`src/rtl/adpcm_pkg.sv`:
```
// adpcm_pkg: shared widths and state type for the ADPCM block controller
package adpcm_pkg;
  localparam int SAMPLE_W = 16;
  localparam int CODE_W = 4;
  localparam int NIBBLES_PER_WORD = 4;
  localparam int WORD_W = CODE_W * NIBBLES_PER_WORD;
  typedef enum logic [1:0] {RST, RUN, FLUSH} blk_state_t;
endpackage

```
`src/rtl/adpcm_nibble_packer.sv`:
```
// adpcm_nibble_packer: shifts encoder codes into words and holds the output register
module adpcm_nibble_packer
  import adpcm_pkg::*;
(
  input  logic              clk,
  input  logic              reset,
  input  logic              shift_en,
  input  logic              word_end,
  input  logic              blk_end,
  input  logic [CODE_W-1:0] enc_code,
  input  logic              out_ready,
  output logic              out_valid,
  output logic [WORD_W-1:0] out_data,
  output logic              out_last
);
  logic cap, cap_word, cap_last, load;
  logic [WORD_W-CODE_W-1:0] acc;
  assign load = cap && cap_word;
  // enc_code is valid one edge after the strobe, so the accept context is delayed to match
  always_ff @(posedge clk or posedge reset)
    if (reset) begin
      cap <= 1'b0;
      cap_word <= 1'b0;
      cap_last <= 1'b0;
      acc <= '0;
      out_valid <= 1'b0;
      out_data <= '0;
      out_last <= 1'b0;
    end else begin
      cap <= shift_en;
      cap_word <= word_end;
      cap_last <= blk_end;
      if (cap) acc <= {enc_code, acc[WORD_W-CODE_W-1:CODE_W]};
      if (load) begin
        out_data <= {enc_code, acc};
        out_last <= cap_last;
      end
      out_valid <= load || (out_valid && !out_ready);
    end
endmodule

```
`src/rtl/adpcm_block_ctrl.sv`:
```
// adpcm_block_ctrl: per-block sequencer feeding the ADPCM encoder and packing its codes
module adpcm_block_ctrl
  import adpcm_pkg::*;
#(
  parameter int BLOCK_LEN = 64
) (
  input  logic                clk,
  input  logic                reset,
  input  logic                in_valid,
  output logic                in_ready,
  input  logic [SAMPLE_W-1:0] in_sample,
  output logic                enc_en,
  output logic                enc_reset,
  output logic [SAMPLE_W-1:0] enc_sample,
  input  logic [CODE_W-1:0]   enc_code,
  output logic                out_valid,
  input  logic                out_ready,
  output logic [WORD_W-1:0]   out_data,
  output logic                out_last,
  output logic                blk_done
);
  localparam int CW = $clog2(BLOCK_LEN);
  localparam int NW = $clog2(NIBBLES_PER_WORD);
  localparam logic [CW-1:0] LAST_SMP = CW'(BLOCK_LEN - 1);
  localparam logic [NW-1:0] LAST_NIB = NW'(NIBBLES_PER_WORD - 1);
  blk_state_t state, state_nx;
  logic [NW-1:0] nib_cnt;
  logic [CW-1:0] smp_cnt;
  logic accept, blk_end;
  always_ff @(posedge clk or posedge reset)
    if (reset) begin
      state <= RST;
      nib_cnt <= '0;
      smp_cnt <= '0;
    end else begin
      state <= state_nx;
      if (accept) begin
        nib_cnt <= nib_cnt + NW'(1);
        smp_cnt <= blk_end ? '0 : smp_cnt + CW'(1);
      end
    end
  // the last nibble of a word is held off until the output register is free
  always_comb begin
    in_ready = (state == RUN) && (nib_cnt != LAST_NIB || !out_valid || out_ready);
    accept = in_valid && in_ready;
    blk_end = smp_cnt == LAST_SMP;
    enc_en = accept;
    enc_reset = state != RUN;
    state_nx = (state == RUN && !(accept && blk_end)) || state != RUN ? RUN : FLUSH;
  end
  assign enc_sample = in_sample;
  assign blk_done = out_valid && out_ready && out_last;
  adpcm_nibble_packer u_packer (
    .clk(clk),
    .reset(reset),
    .shift_en(accept),
    .word_end(nib_cnt == LAST_NIB),
    .blk_end(blk_end),
    .enc_code(enc_code),
    .out_ready(out_ready),
    .out_valid(out_valid),
    .out_data(out_data),
    .out_last(out_last)
  );
endmodule
```
`config.mk`:
```
export PLATFORM = sky130hd
export DESIGN_NAME = adpcm_block_ctrl
export DESIGN_NICKNAME = d
export VERILOG_FILES = /design/src/rtl/adpcm_pkg.sv /design/src/rtl/adpcm_nibble_packer.sv /design/src/rtl/adpcm_block_ctrl.sv
export SDC_FILE = /design/constraint.sdc
export NUM_CORES = 1
export LEC_CHECK = 0
export CAP_MARGIN = 10
export CORE_MARGIN = 2
export CORE_UTILIZATION = 30
export CTS_CLUSTER_DIAMETER = 120
export DETAILED_ROUTE_END_ITERATION = 6
export GPL_TIMING_DRIVEN = 0
export REMOVE_ABC_BUFFERS = 1
export SLEW_MARGIN = 20
export SYNTH_ARGS = -nofsm -noshare
export SYNTH_HDL_FRONTEND = slang
export SYNTH_SLANG_ARGS = --single-unit
```
`constraint.sdc`:
```
create_clock -name clk -period 1.88 [get_ports clk]
set_input_delay 0.376 -clock clk [delete_from_list [all_inputs] [get_ports clk]]
set_output_delay 0.376 -clock clk [all_outputs]
set_load 0.01 [all_outputs]
```
==> qor.yml <==
grt_setup_unrepaired: "no"
synth_seq_cells: 43
p_per_area_nw_per_um2: 1540
slew_headroom: 0.616
synth_cells: 128
drt-total-wl_mm: 3.41
die_area_um2: 6840
final-setup-viol-count: 0
start_kind: "input pin"
grt_remaining_overflow: 0
area_growth_pct: 22.3
cts_root_buf: "clkbuf_8"
port_buffers: 29
syn_avg_cell_area_um2: 14.5
die_h_um: 82.7
start_util: 0.312
die_w_um: 82.7
synth_area_leader_cell: "dfrtp_1"
gp_congestion: 0.785
seq_area_um2: 1080
clk_latency_ps: 290
grt_use_total: 0.109
fmax_mhz: 562
maxCapViolCount: 0
grt_pass1_vias: 1153
cp-end-kind: "output pin"
routed_via_density: 4.77
ir_drop_mv: 0.677
avgRoutedWirePerCell_um: 15.1
nNetsFinal: 176
synth.yosys.seq_area_share: 0.579
finalHoldViolCount: 0
synth_most_common_cell: "dfrtp_1"
clk_path_buf_depth: 2
drt_iter0_drc: 42
rows: 28
synth_edf_count: 0
maxSlewViolCount: 0
period_needed_ps: 1780
drive_gt1_frac: 0.358
drc_errors: 0
worst_pin_slew_ps: 576
r2r_cells: 2
ios: 62
pre_cts_slack_ps: -433
worst_slack_ps: 100
ys_types: 28
layout.cells.non_filler: 226
crit_chain: "clkdlybuf4s50_1 > and3b_2 > nand2_4 > inv_4 > clkbuf_2"
first_pass_iters: 4
clock_sinks: 43
synthTopCellsByArea: "dfrtp_1, mux2_2, mux2_4"
worst-path-stages: 5
yosys_warnings: 0
utilization: 0.382
path_max_fanout: 4
ctsHoldBuffers: 0
dp.cells: 215
multi_input_area_um2: 643
antenna_found_initial: 0
critPathSlowestCell: "clkdlybuf4s50_1"
cts_tree: "built"
drtAntennaViolNets: 0
vias: 1079
async_flop_share: 1.00
min_path_type: "in2async"
synth_top_area_frac: 0.579
skew_ps: 10.5
cts_max_level: 2
outcome: "complete, no violations"
power.leakage_nw: 1.03
grt_pass1_wl_mm: 5.49
critPathTopFamily: "buffers and inverters"
fillers: 565
path_clk_slew_ps: 80
max_stage_delay_ps: 490
critPathArrivalTime_ps: 1400
grt_max_degree: 26
cts_buffers: 5
crit_required_ps: 1500
synth_area_um2: 1860
period_share: 0.947
n_antenna_cell: 0
synth_commonest_cells: "dfrtp_1, mux2_2, buf_4"
path_class: "in2out"
place_hpwl_mm: 2.45
path_buf_inv: 3
core_um2: 5960
synth_flop_cell: "dfrtp_1"
flip-flops by register name, indices dropped and copies added, names as in the netlist:
signal and flops:
u_packer.out_data 16, u_packer.acc 12, smp_cnt 6, nib_cnt 2
state 2, u_packer.cap 1, u_packer.cap_last 1, u_packer.cap_word 1
u_packer.out_last 1, u_packer.out_valid 1
power by group:
group / switching, mW / internal [mW] / leakage [nW] / total [mW]
Combinational: 0.430 / 0.809 / 0.453 / 1.24
Sequential: 0.257 / 1.29 / 0.512 / 1.54
Clock: 0.298 / 0.430 / 0.0612 / 0.728
Total: 0.986 / 2.52 / 1.03 / 3.51
worst paths after layout:
check / start / end / slack (ps)
max in group asynchronous: reset / nib_cnt[1]$_DFFE_PP0P_ / 1000
setup reg to reg: u_packer.cap$_DFF_PP0_ / u_packer.out_data[13]$_DFFE_PP0P_ / 340
min in group clk: u_packer.cap_last$_DFF_PP0_ / u_packer.out_last$_DFFE_PP0P_ / 500
setup / recovery: in_valid / enc_en / 100
hold / removal: reset / u_packer.out_data[10]$_DFFE_PP0P_ / 410
hold reg to reg: u_packer.cap_last$_DFF_PP0_ / u_packer.out_last$_DFFE_PP0P_ / 500
cell families after synthesis:
family	count (synthesis)	share of synthesized area
AO/OA/AOI/OAI	9	0.0377
XOR/XNOR	3	0.0141
adder cells (fa/ha/maj)	2	0.0135
buffers and inverters	21	0.0808
flip-flops	43	0.579
multiplexers	31	0.210
AND/OR/NAND/NOR	19	0.0653
per-layer routing:
metal	global-route usage	part of all wire
met5	0	0
met4	0.0459	0.019
met3	0.0620	0.096
met2	0.177	0.48
met1	0.116	0.41
repair_timing:
action                     CTS  global route
setup endpoints to repair    3             2
setup buffers                3             0
hold endpoints to repair     0             0
resized for setup            9             3
pin swaps                    1             0
layout by cell type, fill, tap and decap left out, drive strengths merged, types with 2 or more instances in the layout:
master         count
xnor2              2
clkdlybuf4s50     26
a21o               3
inv                3
and3               2
a31oi              3
and3b              2
nand3b             2
nand3              2
nor3               2
dfrtp             43
ha                 2
nor2               2
mux2              31
nand2              4
buf                5
clkbuf             7
layout make-up:
| cell class | instances | area share |
|---|---|---|
| well taps | 75 | 0.0413 |
| flip-flops and latches | 43 | 0.473 |
| multi-input cells | 64 | 0.283 |
| repair buffers | 33 | 0.145 |
| clock buffers | 6 | 0.0363 |
| clock inverters | 2 | 0.0154 |
| inverters | 3 | 0.00605 |
per-stage QoR:
step	instance area, µm²	setup TNS (ps)	hold WS [ps]	total power [mW]
final	2270	0	408	3.51
after global routing	2270	0	439	3.75
after CTS	2280	0	413	3.56
after detailed placement	2130	-772	472	2.80
after global placement	2110	-13420	466	2.72
after floorplan	1720	0	453	2.22
Note: power is estimated with default switching activity, not from simulation.
